<file path="config.mk">
export PLATFORM = sky130hd
export DESIGN_NAME = wb_rr_arbiter
export DESIGN_NICKNAME = d
export VERILOG_FILES = /design/src/rtl/wb_arb_pkg.sv /design/src/rtl/wb_arb_watchdog.sv /design/src/rtl/wb_rr_arbiter.sv
export SDC_FILE = /design/constraint.sdc
export NUM_CORES = 1
export LEC_CHECK = 0
export ABC_AREA = 1
export ABC_CLOCK_PERIOD_IN_PS = 2150
export BUFFER_PORTS_ARGS = -buffer_cell sky130_fd_sc_hd__buf_4
export CAP_MARGIN = 40
export CORE_AREA = 4 4 111 113
export DETAILED_ROUTE_END_ITERATION = 10
export DIE_AREA = 0 0 115 117
export GPL_ROUTABILITY_DRIVEN = 1
export PLACE_DENSITY = 0.61
export SLEW_MARGIN = 5
export SYNTH_ARGS = -nofsm -noshare
export SYNTH_HDL_FRONTEND = slang
export SYNTH_SLANG_ARGS = --single-unit
</file>
<file path="constraint.sdc">
create_clock -name clk_i -period 2.15 [get_ports clk_i]
set_input_delay 0.3225 -clock clk_i [delete_from_list [all_inputs] [get_ports clk_i]]
set_output_delay 0.3225 -clock clk_i [all_outputs]
set_load 0.02 [all_outputs]
</file>
<file path="src/rtl/wb_arb_pkg.sv">
// Shared types and helpers for the Wishbone round-robin arbiter.
// Holds the FSM state encoding, the rotating-priority pick and the watchdog width.
package wb_arb_pkg;

   localparam int unsigned MAX_MASTERS = 4;

   typedef enum logic {
      IDLE = 1'b0,
      BUSY = 1'b1
   } arb_state_t;

   // Watchdog counter width; a disabled watchdog still gets a 1-bit counter.
   function automatic int unsigned wd_width(input int unsigned timeout_cycles);
      return (timeout_cycles == 0) ? 1 : $clog2(timeout_cycles + 1);
   endfunction

   // First requester scanning from last+1, modulo n; result is one-hot.
   function automatic logic [MAX_MASTERS-1:0] rr_pick(
      input logic [MAX_MASTERS-1:0] req,
      input logic [1:0]             last,
      input int unsigned            n
   );
      logic [MAX_MASTERS-1:0] gnt;
      logic [1:0]             idx;
      gnt = '0;
      for (int unsigned i = 1; i <= MAX_MASTERS; i++) begin
         if (i <= n) begin
            idx = 2'((32'(last) + i) % n);
            if (gnt == '0 && req[idx]) gnt[idx] = 1'b1;
         end
      end
      return gnt;
   endfunction

   function automatic logic [1:0] onehot_idx(input logic [MAX_MASTERS-1:0] oh);
      logic [1:0] idx;
      case (oh)
         4'b0010: idx = 2'd1;
         4'b0100: idx = 2'd2;
         4'b1000: idx = 2'd3;
         default: idx = 2'd0;
      endcase
      return idx;
   endfunction

endpackage

</file>
<file path="src/rtl/wb_arb_watchdog.sv">
// Per-transfer stall watchdog: counts strobed cycles without a termination and
// emits a one-cycle timeout pulse when the limit is reached.
module wb_arb_watchdog
   import wb_arb_pkg::*;
#(
   parameter int unsigned TIMEOUT_CYCLES = 255
) (
   input  logic clk,
   input  logic rst,
   input  logic active,
   input  logic term,
   input  logic enable,
   output logic timeout
);

   localparam int unsigned          WD_W  = wd_width(TIMEOUT_CYCLES);
   localparam logic [WD_W-1:0]      LIMIT = WD_W'(TIMEOUT_CYCLES - 1);

   logic [WD_W-1:0] count;
   logic            at_limit;

   // A termination in the limit cycle wins, so term blocks the fire.
   assign at_limit = enable && active && !term && (count == LIMIT);

   always_ff @(posedge clk) begin
      if (rst) begin
         count   <= '0;
         timeout <= 1'b0;
      end else begin
         timeout <= at_limit;
         if (!enable || !active || term || at_limit) begin
            count <= '0;
         end else begin
            count <= count + WD_W'(1);
         end
      end
   end

endmodule

</file>
<file path="src/rtl/wb_rr_arbiter.sv">
// Round-robin Wishbone classic arbiter sharing one slave port among up to
// four masters, with a stall watchdog that terminates hung transfers with err.
module wb_rr_arbiter
   import wb_arb_pkg::*;
#(
   parameter int unsigned NUM_MASTERS    = 2,
   parameter int unsigned ADDR_WIDTH     = 32,
   parameter int unsigned DATA_WIDTH     = 32,
   parameter int unsigned TIMEOUT_CYCLES = 255
) (
   input  logic                                clk_i,
   input  logic                                rst_i,
   input  logic [NUM_MASTERS-1:0]              m_cyc_i,
   input  logic [NUM_MASTERS-1:0]              m_stb_i,
   input  logic [NUM_MASTERS-1:0]              m_we_i,
   input  logic [NUM_MASTERS*ADDR_WIDTH-1:0]   m_adr_i,
   input  logic [NUM_MASTERS*DATA_WIDTH-1:0]   m_dat_i,
   input  logic [NUM_MASTERS*DATA_WIDTH/8-1:0] m_sel_i,
   output logic [DATA_WIDTH-1:0]               m_dat_o,
   output logic [NUM_MASTERS-1:0]              m_ack_o,
   output logic [NUM_MASTERS-1:0]              m_err_o,
   output logic [NUM_MASTERS-1:0]              m_rty_o,
   output logic                                s_cyc_o,
   output logic                                s_stb_o,
   output logic                                s_we_o,
   output logic [ADDR_WIDTH-1:0]               s_adr_o,
   output logic [DATA_WIDTH-1:0]               s_dat_o,
   output logic [DATA_WIDTH/8-1:0]             s_sel_o,
   input  logic [DATA_WIDTH-1:0]               s_dat_i,
   input  logic                                s_ack_i,
   input  logic                                s_err_i,
   input  logic                                s_rty_i,
   output logic [NUM_MASTERS-1:0]              grant_o,
   output logic                                timeout_o
);

   localparam int unsigned SEL_WIDTH = DATA_WIDTH / 8;

   arb_state_t             state;
   logic [NUM_MASTERS-1:0] grant;
   logic [1:0]             last_grant;
   logic [MAX_MASTERS-1:0] cyc_ext, stb_ext, we_ext, pick;
   logic [ADDR_WIDTH-1:0]  adr_arr [MAX_MASTERS];
   logic [DATA_WIDTH-1:0]  dat_arr [MAX_MASTERS];
   logic [SEL_WIDTH-1:0]   sel_arr [MAX_MASTERS];
   logic                   busy, wd_kill, term_any;
   logic                   err_t, ack_t, rty_t;

   // Pad the per-master buses to MAX_MASTERS so a 2-bit index is always legal.
   for (genvar k = 0; k < MAX_MASTERS; k++) begin : g_unpack
      if (k < NUM_MASTERS) begin : g_used
         assign cyc_ext[k] = m_cyc_i[k];
         assign stb_ext[k] = m_stb_i[k];
         assign we_ext[k]  = m_we_i[k];
         assign adr_arr[k] = m_adr_i[k*ADDR_WIDTH +: ADDR_WIDTH];
         assign dat_arr[k] = m_dat_i[k*DATA_WIDTH +: DATA_WIDTH];
         assign sel_arr[k] = m_sel_i[k*SEL_WIDTH +: SEL_WIDTH];
      end else begin : g_unused
         assign cyc_ext[k] = 1'b0;
         assign stb_ext[k] = 1'b0;
         assign we_ext[k]  = 1'b0;
         assign adr_arr[k] = '0;
         assign dat_arr[k] = '0;
         assign sel_arr[k] = '0;
      end
   end

   assign pick = rr_pick(cyc_ext, last_grant, NUM_MASTERS);

   // last_grant doubles as the owner index while BUSY.
   always_ff @(posedge clk_i) begin
      if (rst_i) begin
         state      <= IDLE;
         grant      <= '0;
         last_grant <= 2'(NUM_MASTERS - 1);
      end else begin
         case (state)
            IDLE: begin
               if (|m_cyc_i) begin
                  grant      <= pick[NUM_MASTERS-1:0];
                  last_grant <= onehot_idx(pick);
                  state      <= BUSY;
               end
            end
            BUSY: begin
               if (!cyc_ext[last_grant]) begin
                  grant <= '0;
                  state <= IDLE;
               end
            end
            default: begin
               grant <= '0;
               state <= IDLE;
            end
         endcase
      end
   end

   assign busy     = (state == BUSY);
   assign grant_o  = grant;
   assign m_dat_o  = s_dat_i;

   assign s_cyc_o  = busy & cyc_ext[last_grant];
   assign s_stb_o  = busy & stb_ext[last_grant] & ~wd_kill;
   assign s_we_o   = busy & we_ext[last_grant];
   assign s_adr_o  = busy ? adr_arr[last_grant] : '0;
   assign s_dat_o  = busy ? dat_arr[last_grant] : '0;
   assign s_sel_o  = busy ? sel_arr[last_grant] : '0;

   // One termination per cycle: err (slave or watchdog) > ack > rty.
   assign err_t    = busy & (s_err_i | wd_kill);
   assign ack_t    = busy & s_ack_i & ~err_t;
   assign rty_t    = busy & s_rty_i & ~err_t & ~s_ack_i;
   assign m_err_o  = {NUM_MASTERS{err_t}} & grant;
   assign m_ack_o  = {NUM_MASTERS{ack_t}} & grant;
   assign m_rty_o  = {NUM_MASTERS{rty_t}} & grant;

   assign term_any  = s_ack_i | s_err_i | s_rty_i;
   assign timeout_o = wd_kill;

   wb_arb_watchdog #(
      .TIMEOUT_CYCLES (TIMEOUT_CYCLES)
   ) u_watchdog (
      .clk     (clk_i),
      .rst     (rst_i),
      .active  (busy & s_stb_o),
      .term    (term_any),
      .enable  (TIMEOUT_CYCLES != 0),
      .timeout (wd_kill)
   );

endmodule

</file>
==> impl_metrics.py, run 1 <==
metrics = {
    "flow_run": {
        "cap_violations": 0,
    },
    "floorplan": {
        "die_width_um": 115,
        "die_h_um": 117,
        "die-area_mm2": 0.0135,
        "core_mm2": 0.0113,
        "ios": 291,
        "initial_utilization": 0.164,
        "rows": 39,
    },
    "pwr": {
        "pwr_density_cell_mw_per_mm2": 428,
        "max-vdd-ir-drop_mv": 0.363,
        "power_leakage_uw": 0.00180,
    },
    "grt": {
        "grt_pass1_wl_um": 13400,
        "grt_max_degree": 40,
        "grt_pass1_vias": 2721,
        "antenna_found_initial": 0,
        "grt_remaining_overflow": 0,
        "grt_usage": 0.119,
    },
    "critical_path": {
        "path_max_fanout": 34,
        "r2r_slack_ns": 0.79,
        "r2r-end": "grant_o[1]",
        "r2r_start": "last_grant[0]",
        "startpoint_type": "flop",
        "end_kind": "output port",
        "reg2regPathDepth": 7,
        "crit_chain": "inv_4 > buf_12 > nand2_1 > nand3_1 > inv_1 > buf_4",
        "max_stage_delay_ns": 0.33,
        "worstPathRequired_ns": 1.83,
        "cp_slowest_cell": "dfxtp_2",
        "crit_type": "reg2out",
        "worstPathArrival_ns": 1.49,
    },
    "timing": {
        "final-setup-viol-count": 0,
        "final.min_clock_period_ns": 1.81,
        "hold_viol_final": 0,
        "fin_skew_ns": 0.000800,
        "rsz0062_at_grt": "no",
        "setup_tns_ns": 0,
        "fmax_ghz": 0.553,
        "setup_ws_ns": 0.341,
        "max_slew_margin": 0.726,
        "period_share": 0.841,
        "drv_slew": 0,
        "tightest_slew_ns": 0.407,
    },
    "route": {
        "drtPass1Iterations": 4,
        "wl_per_cell_um": 13.5,
        "vias": 2862,
        "drt-total-wl_um": 9140,
        "final_antenna_net_count": 0,
        "drtIter0Drc": 116,
        "vias_per_cell": 4.23,
        "drc": 0,
    },
    "yosys": {
        "yosysWarnings": 0,
        "yosysTopAreaCell": "nor2_1",
        "synth_simple_gate_area_share": 0.404,
        "synth_compound_area_frac": 0.210,
        "synth_cells": 353,
        "syn_area_mm2": 0.00186,
        "synth_top_family_by_area": "simple AND/OR/NAND/NOR gates",
        "synth-xor-area-share": 0.0236,
        "synth-adder-area-share": 0.0135,
        "synthesis.nets": 534,
        "syn_area_per_cell_um2": 5.26,
        "synth_seq_cells": 13,
        "synth_area_leaders": "nor2_1 32%, o21ai_0 19%, dfxtp_1 14%",
        "synth_mux_area_frac": 0,
        "synth_top_area_share": 0.321,
        "synth_cell_type_count": 22,
        "yosysSeqAreaShare": 0.140,
    },
    "clocking": {
        "clock-sinks": 13,
        "ctsResizeCount": 0,
        "root_buffer": "clkbuf_16",
        "cts-hold-fix-buffers": 0,
        "clk_pin_slew_worst_paths_ns": 0.04,
        "postCtsSetupBuffers": 0,
        "clk_latency_ns": 0.24,
        "cts_tree": "built",
        "clockBufferDepth": 2,
        "numCtsBuffers": 3,
        "cts_max_level": 1,
    },
    "status": {
        "outcome": "complete, no violations",
    },
    "layout": {
        "fin_cells": 677,
        "antenna_cells": 0,
        "drive_gt1_frac": 0.451,
        "regArea_um2": 263,
        "multi_input_area_mm2": 0.00121,
        "final_common_cell": "buf_4",
        "area_delta_synth_final_pct": 90.4,
        "most-common-layout-cells": "231 x buf_4, 159 x nor2_1, 71 x o21ai_0, 17 x nand2_1, 12 x inv_1",
        "n_fill_cell": 1256,
        "fin_nets": 716,
    },
    "placement": {
        "dp_slack_ns": 0.581,
        "dp.final_hpwl_um": 7560,
        "post-place-cells": 673,
        "place_congestion": 0.799,
        "port_buffers": 226,
    },
    "hold_path": {
        "holdPathEnd": "busy",
        "hp-class": "in2reg",
        "whs_path_depth": 2,
        "hold_start": "rst_i",
    },
}
-- metal layers --
layer | GRT usage | part of all wire
met3 | 0.0206 | 0.084
met2 | 0.208 | 0.50
met5 | 0 | 0
met4 | 0.0329 | 0.021
met1 | 0.152 | 0.40
-- synthesized netlist by cell type --
library cell	n
a21oi_1	4
and3_1	1
buf_2	2
buf_4	32
buf_6	1
clkbuf_1	20
dfxtp_1	13
ha_1	2
inv_1	12
inv_4	1
nand2_1	17
nand3_1	6
nand3_4	1
nand3b_1	1
nor2_1	159
nor2_2	1
nor3_1	1
nor3_4	1
o211ai_1	2
o21ai_0	71
xnor2_1	3
xor2_1	2
-- kinds of logic after synthesis --
logic type / Yosys count
adder cells (fa/ha/maj): 2
flip-flops: 13
AO/OA/AOI/OAI: 77
buffers and inverters: 68
XOR/XNOR: 5
AND/OR/NAND/NOR: 188
-- metrics by stage --
| step | area (um2) | power (uW) | hold slack, ns | util |
|---|---|---|---|---|
| finish | 3530 | 1510 | 0.279 | 0.312 |
| global route | 3530 | 1620 | 0.286 | 0.312 |
| global placement | 3460 | 1170 | 0.446 | 0.305 |
| floorplan | 1860 | 786 | 0.392 | - |
| detailed placement | 3460 | 1180 | 0.453 | 0.305 |
| CTS | 3530 | 1530 | 0.274 | 0.312 |
-- cell type report --
type,count,area share
clock buffers,4,0.0223
repair buffers,232,0.496
well taps,143,0.0506
flip-flops and latches,13,0.0743
inverters,13,0.0145
multi-input cells,272,0.342
-- flip-flops by register name, indices dropped and copies added (netlist names) --
signal / count
busy: 1
u_watchdog.timeout: 1
last_grant: 1
u_watchdog.count: 8
grant_o: 2
-- report_power, final --
part	internal (uW)	switching, uW	total, uW
clock network	250	99.4	349
registers	250	5.91	256
logic	419	488	907
-- worst max path at each step --
stage                       start          end  slack, ns  cells after the start
floorplan           last_grant[0]  s_adr_o[10]       0.69                      5
global placement    last_grant[0]      s_cyc_o       0.62                      6
detailed placement  last_grant[0]      s_cyc_o       0.58                      6
CTS                 last_grant[0]      s_cyc_o       0.31                      6
global route        last_grant[0]      s_cyc_o       0.18                      6
finish              last_grant[0]      s_cyc_o       0.34                      6
-- critical path, delay by kind of cell, from the launching register on --
kind / cells / cell delay (ns)
buf+inv: 4 / 0.70
flops: 1 / 0.33
simple gates: 2 / 0.19
Note: power is estimated with default switching activity, not from simulation.
==> run 2: changes to the inputs <==
ABC_AREA = 0   (was 1)
ABC_CLOCK_PERIOD_IN_PS = 1600   (was 2150)
PLACE_DENSITY = 0.66   (was 0.61)
clock period = 1.6 ns   (was 2.15 ns; I/O delays follow)
==> run 2 against run 1 <==
The flow now finishes with violations (setup timing). Via count decreased by 9.5%. Cell area increased by 27%. First-iteration DRC count decreased by 57%. Utilization increased by 8.4 points. Total power increased by 44%. Count of clock-buffer cells in the layout decreased by 1. Clock skew increased by 0.0018 ns. Combinational power increased by 49%. Synthesized cell count decreased by 24%. Clock power increased by 34%. Critical path type unchanged.
==> impl_metrics.py, run 2 <==
metrics = {
    "yosys": {
        "synth.top_cells.by_count": "72 x mux2i_1, 72 x nor2b_1, 32 x buf_4, 13 x dfxtp_1",
        "synth_cell_type_count": 34,
        "synth_top_family_by_area": "multiplexers",
        "yosysTopAreaCell": "mux2i_1",
        "synth-xor-area-share": 0.0123,
        "synth_seq_cells": 13,
        "synth_cells": 269,
        "yosysWarnings": 0,
        "synthArstFlopShare": 0,
        "synth_area_leaders": "mux2i_1 34%, nor2b_1 21%, dfxtp_1 12%",
        "synth_mux_area_frac": 0.337,
        "synth_enable_flop_cells": 0,
        "synth_simple_gate_area_share": 0.313,
        "synthesis.nets": 450,
        "syn_area_per_cell_um2": 7.95,
        "synth-main-ff-cell": "dfxtp_1",
        "synth-adder-area-share": 0.0117,
        "syn_area_mm2": 0.00214,
        "synth_top_area_share": 0.337,
        "synth_compound_area_frac": 0.0445,
        "yosysSeqAreaShare": 0.122,
    },
    "layout": {
        "largest_register_ffs": 8,
        "fin_nets": 650,
        "n_fill_cell": 1140,
        "antenna_cells": 0,
        "area_delta_synth_final_pct": 110,
        "final_common_cell": "buf_4",
        "drive_gt1_frac": 0.701,
        "regMostFlops": "u_watchdog.count",
        "most-common-layout-cells": "201 x buf_4, 45 x mux2i_1, 40 x nor2b_2, 34 x buf_6, 32 x nor2b_1",
        "fin_area_mm2": 0.00449,
    },
    "timing": {
        "tightest_slew_ns": 0.240,
        "fin_hold_ws_ns": 0.279,
        "fin_skew_ns": 0.00262,
        "setup_tns_ns": -0.953,
        "drv_slew": 0,
        "hold_viol_final": 0,
        "rsz0062_at_grt": "yes",
        "final-setup-viol-count": 37,
        "period_share": 1.04,
        "max_slew_margin": 0.838,
        "final.min_clock_period_ns": 1.66,
        "setup_ws_ns": -0.0610,
        "fmax_ghz": 0.602,
    },
    "route": {
        "wl_per_cell_um": 16.3,
        "final_antenna_net_count": 0,
        "drt-total-wl_um": 9950,
        "drc": 0,
        "drtPass1Iterations": 4,
        "vias": 2591,
        "drtIter0Drc": 50,
        "vias_per_cell": 4.24,
    },
    "floorplan": {
        "ios": 291,
        "die-area_mm2": 0.0135,
        "core_mm2": 0.0113,
        "die_h_um": 117,
        "rows": 39,
        "initial_utilization": 0.189,
        "die_width_um": 115,
    },
    "critical_path": {
        "crit_type": "reg2out",
        "end_kind": "output port",
        "path_delay_family": "buffers and inverters",
        "crit_buf_inv": 3,
        "cp_slowest_cell": "dfxtp_4",
        "startpoint_type": "flop",
        "worstPathArrival_ns": 1.42,
        "max_stage_delay_ns": 0.40,
        "crit_top_cell": "buf_4",
        "worstPathRequired_ns": 1.36,
        "crit_chain": "buf_4 > buf_16 > mux2i_2 > nor2b_1 > buf_4",
        "path_max_fanout": 10,
    },
    "placement": {
        "place_area_mm2": 0.00389,
        "place_congestion": 0.743,
        "port_buffers": 226,
        "dp.final_hpwl_um": 7230,
    },
    "clocking": {
        "numCtsBuffers": 3,
        "cts_tree": "built",
        "clk_latency_ns": 0.24,
        "clock-sinks": 13,
        "clk_pin_slew_worst_paths_ns": 0.05,
        "cts_max_level": 1,
        "root_buffer": "clkbuf_16",
        "clockBufferDepth": 2,
    },
    "grt": {
        "grt_remaining_overflow": 0,
        "grt_usage": 0.117,
        "antenna_found_initial": 0,
        "grt_pass1_vias": 2552,
        "grt_max_degree": 41,
        "grt_pass1_wl_um": 12700,
    },
    "status": {
        "outcome": "finished with violations",
        "violations": "setup timing",
    },
    "pwr": {
        "seqPwrFrac": 0.162,
        "sw_frac_of_total": 0.335,
        "pwr-share-comb": 0.622,
        "p_clk_frac": 0.216,
        "power.switching_uw": 728,
        "intPower_uw": 1440,
        "max-vdd-ir-drop_mv": 0.577,
        "power_leakage_uw": 0.00226,
        "pwr_density_cell_mw_per_mm2": 484,
    },
    "flow_run": {
        "cap_violations": 0,
    },
    "hold_path": {
        "hp-class": "in2reg",
    },
}
[run 2: changes by cell type after synthesis, sizes merged, moves of 3 or more]
| cell | previous run | this run |
|---|---|---|
| nor2 | 160 | 10 |
| mux2i | 0 | 72 |
| nor2b | 0 | 72 |
| o21ai | 71 | 4 |
| nand2 | 17 | 5 |
| clkbuf | 20 | 10 |
| inv | 13 | 4 |
| buf | 35 | 41 |
| nor3 | 2 | 6 |
| a211oi | 0 | 3 |
| nand3 | 7 | 4 |
[run 2: logic make-up (layout without fill, tap and decap cells)]
kind of cell / count (synthesis) / in the layout
adder cells (fa/ha/maj): 2 / 2
AO/OA/AOI/OAI: 14 / 14
multiplexers: 72 / 72
XOR/XNOR: 3 / 3
AND/OR/NAND/NOR: 110 / 110
buffers and inverters: 55 / 254
flip-flops: 13 / 13
[run 2: per-stage QoR]
| stage | setup slack [ns] | instances | utilization | total power [uW] |
|---|---|---|---|---|
| after detailed placement | -0.188 | 595 | 0.344 | 1480 |
| after global routing | -0.0974 | 611 | 0.396 | 2290 |
| after CTS | -0.0854 | 600 | 0.365 | 2020 |
| final | -0.0610 | 611 | 0.396 | 2170 |
| after floorplan | -0.0124 | 269 | - | 1030 |
| after global placement | -0.173 | 595 | 0.344 | 1460 |
[run 2: path summary, 6_finish.rpt]
path	from	slack (ns)	end	depth (start not counted)
min reg2reg	u_watchdog.count[7]	0.48	u_watchdog.count[7]	2
max reg2reg	last_grant[0]	0.05	u_watchdog.count[0]	5
min	rst_i	0.28	busy	3
max	last_grant[0]	-0.06	s_adr_o[31]	5
[run 2: area by class of cell]
type / count / area (um2) / area share
Timing Repair Buffer: 246 / 2150 / 0.480
Multi-Input combinational cell: 201 / 1790 / 0.399
Sequential cell: 13 / 268 / 0.0597
Tap cell: 143 / 179 / 0.0399
Clock buffer: 3 / 75.1 / 0.0167
Inverter: 4 / 15.0 / 0.00335
Clock inverter: 1 / 5.00 / 0.00112
[run 2: worst min-delay path, stage by stage]
cell      delay (ns)
buf_4           0.08
buf_4           0.11
a211oi_1        0.04
[run 2: layer usage]
metal  global-route usage  vias to the layer above  wire, um
li1                     -                     1278         -
met1                0.131                     1167      3540
met2                0.222                      140      5460
met3               0.0386                        6       902
met4               0.0125                        0        50
met5                    0                        -         0
[run 2: what timing repair did]
action	4_1_cts	5_1_grt
hold buffers	0	0
buffers inserted	0	4
gates cloned	1	7
setup endpoints to repair	43	72
pin swaps	0	3
gates resized for setup	32	42
[run 2: power by group through the flow]
| stage | combinational (uW) | sequential (uW) | clock (uW) |
|---|---|---|---|
| after floorplan | 680 | 348 | 0 |
| after global placement | 1110 | 353 | 0 |
| after detailed placement | 1120 | 354 | 0 |
| after CTS | 1200 | 350 | 477 |
| after global routing | 1430 | 354 | 503 |
| final | 1350 | 352 | 468 |
==> run 3: changes to the inputs <==
BUFFER_PORTS_ARGS = default   (was -buffer_cell sky130_fd_sc_hd__buf_4)
CORE_AREA = 4 4 112 114   (was 4 4 111 113)
DIE_AREA = 0 0 116 118   (was 0 0 115 117)
DONT_BUFFER_PORTS = 1   (was default)
PLACE_DENSITY = 0.42   (was 0.66)
==> run 3 against run 2 <==
The run still ends with setup timing left. Routed wire length shrank 21%. Die area grew 1.7%. First-iteration DRC count shrank 22%. Highest routed layer unchanged. Flip-flop and latch count is the same. Combinational power shrank 35%.
==> impl_metrics.py, run 3 (synthesis results as in run 2) <==
metrics = {
    "status": {
        "outcome": "finished with violations",
        "violations": "setup timing",
    },
    "timing": {
        "setup_tns_ns": -0.458,
        "fmax_ghz": 0.602,
        "hold_viol_final": 0,
        "fin_skew_ns": 0.00428,
        "setup_ws_ns": -0.0605,
        "tightest_slew_ns": 0.327,
        "final.min_clock_period_ns": 1.66,
        "rsz0062_at_grt": "yes",
        "max_slew_margin": 0.782,
        "drv_slew": 0,
        "final-setup-viol-count": 15,
        "period_share": 1.04,
    },
    "critical_path": {
        "crit_top_cell": "buf_6",
        "end_kind": "flop",
        "max_stage_delay_ns": 0.51,
        "r2r_slack_ns": -0.06,
        "r2r_start": "last_grant[0]",
        "crit_chain": "buf_12 > buf_6 > mux2i_2 > or4b_4 > buf_6 > a211oi_2",
        "worstPathArrival_ns": 1.83,
        "cp_slowest_cell": "or4b_4",
        "path_max_fanout": 5,
        "startpoint_type": "flop",
        "r2r-end": "u_watchdog.count[5]",
        "worstPathRequired_ns": 1.77,
        "reg2regPathDepth": 6,
        "crit_type": "reg2reg",
    },
    "clocking": {
        "cts_max_level": 1,
        "numCtsBuffers": 3,
        "clk_pin_slew_worst_paths_ns": 0.05,
        "cts_tree": "built",
        "cts-hold-fix-buffers": 0,
        "clockBufferDepth": 2,
        "clk_latency_ns": 0.25,
        "root_buffer": "clkbuf_16",
        "clock-sinks": 13,
    },
    "route": {
        "route.met2.wl_um": 3960,
        "drtPass1Iterations": 4,
        "drc": 0,
        "top_layer": "met4",
        "met1_length_um": 3110,
        "vias": 1929,
        "drtIter0Drc": 39,
        "wl_per_cell_um": 18.4,
        "vias_per_cell": 4.52,
        "final_antenna_net_count": 0,
        "wl_met3_um": 714,
        "drt-total-wl_um": 7870,
    },
    "pwr": {
        "seqPwrFrac": 0.206,
        "power.switching_uw": 617,
        "intPower_uw": 1100,
        "pwr_density_cell_mw_per_mm2": 584,
        "pwr-share-comb": 0.513,
        "sw_frac_of_total": 0.360,
        "power_leakage_uw": 0.00140,
        "max-vdd-ir-drop_mv": 0.388,
        "p_clk_frac": 0.281,
        "power_uw": 1710,
    },
    "placement": {
        "port_buffers": 0,
        "place_congestion": 0.672,
        "dp.final_hpwl_um": 5940,
        "post-place-cells": 411,
    },
    "hold_path": {
        "hold_start": "rst_i",
        "holdPathEnd": "busy",
        "whs_path_depth": 1,
        "hp-class": "in2reg",
    },
    "layout": {
        "antenna_cells": 0,
        "largest_register_ffs": 8,
        "fin_cells": 427,
        "drive_gt1_frac": 0.451,
        "regMostFlops": "u_watchdog.count",
        "n_fill_cell": 1227,
        "post-route-util": 0.257,
        "final_common_cell": "mux2i_1",
        "most-common-layout-cells": "62 x mux2i_1, 44 x buf_4, 41 x nor2b_2, 31 x nor2b_1, 11 x dfxtp_1",
        "area_delta_synth_final_pct": 37.2,
        "fin_nets": 466,
    },
    "floorplan": {
        "rows": 39,
        "die_width_um": 116,
        "die_h_um": 118,
        "ios": 291,
        "initial_utilization": 0.187,
        "die-area_mm2": 0.0137,
        "core_mm2": 0.0114,
    },
    "grt": {
        "grt_pass1_vias": 1976,
        "grt_remaining_overflow": 0,
        "grt_max_degree": 39,
        "grt_usage": 0.0964,
        "grt_pass1_wl_um": 10500,
        "antenna_found_initial": 0,
    },
    "flow_run": {
        "cap_violations": 0,
    },
}
## run 3: cell types whose count changed in the layout (fill, tap and decap cells not counted), sizes merged
cell	delta
buf	-182
clkbuf	-1
clkinv	-1
## run 3: final cells by class
class | count | area, um2 | share of cell area
timing repair buffer | 62 | 679 | 0.232
sequential | 13 | 265 | 0.0904
clock buffer | 4 | 78.8 | 0.0269
multi-input combinational | 201 | 1720 | 0.585
inverter | 4 | 15.0 | 0.00512
tap | 143 | 179 | 0.0610
## run 3: what timing repair did
item / in CTS / in global routing
endpoints found under the setup margin: 21 / 73
pin swaps: 1 / 0
setup buffers: 1 / 4
hold endpoints to repair: 0 / 0
gates resized for setup: 9 / 18
cloned: 2 / 5
## run 3: power groups by stage
stage               Combinational [uW]  Clock, uW  Sequential, uW
CTS                                804        491             358
detailed placement                 751          0             359
global route                       935        505             356
floorplan                          680          0             348
finish                             878        481             353
global placement                   741          0             359
## run 3: metrics by stage
| step | setup WS (ns) | cell area (um2) | hold slack, ns |
|---|---|---|---|
| 6_report | -0.0605 | 2930 | 0.0591 |
| 5_1_grt | -0.0972 | 2930 | 0.0573 |
| 4_1_cts | -0.0700 | 2720 | 0.0544 |
| 3_5_place_dp | -0.0755 | 2530 | 0.309 |
| 3_3_place_gp | -0.0797 | 2530 | 0.310 |
| 2_1_floorplan | -0.0124 | 2240 | 0.309 |
## run 3: layer usage
metal / track usage / vias up
met5: 0 / -
met4: 0.0239 / 0
met3: 0.0216 / 14
met2: 0.178 / 125
met1: 0.110 / 880
li1: - / 910
## run 3: how the worst max path moves through the flow
stage | startpoint | endpoint | slack (ns) | depth (start not counted)
final | last_grant[0] | u_watchdog.count[5] | -0.06 | 6
after global routing | last_grant[0] | u_watchdog.count[4] | -0.1 | 6
after CTS | last_grant[0] | s_sel_o[2] | -0.07 | 4
after detailed placement | s_rty_i | u_watchdog.count[5] | -0.08 | 4
after global placement | s_rty_i | u_watchdog.count[6] | -0.08 | 4
after floorplan | s_rty_i | u_watchdog.count[6] | -0.01 | 4
## run 3: critical path: cells and delay by family, from the launching register on
kind	cells	cell delay [ns]
and+or+nand+nor	1	0.51
buffers and inverters	3	0.40
AOI/OAI and AO/OA	1	0.18
DFF	1	0.36
muxes	1	0.14
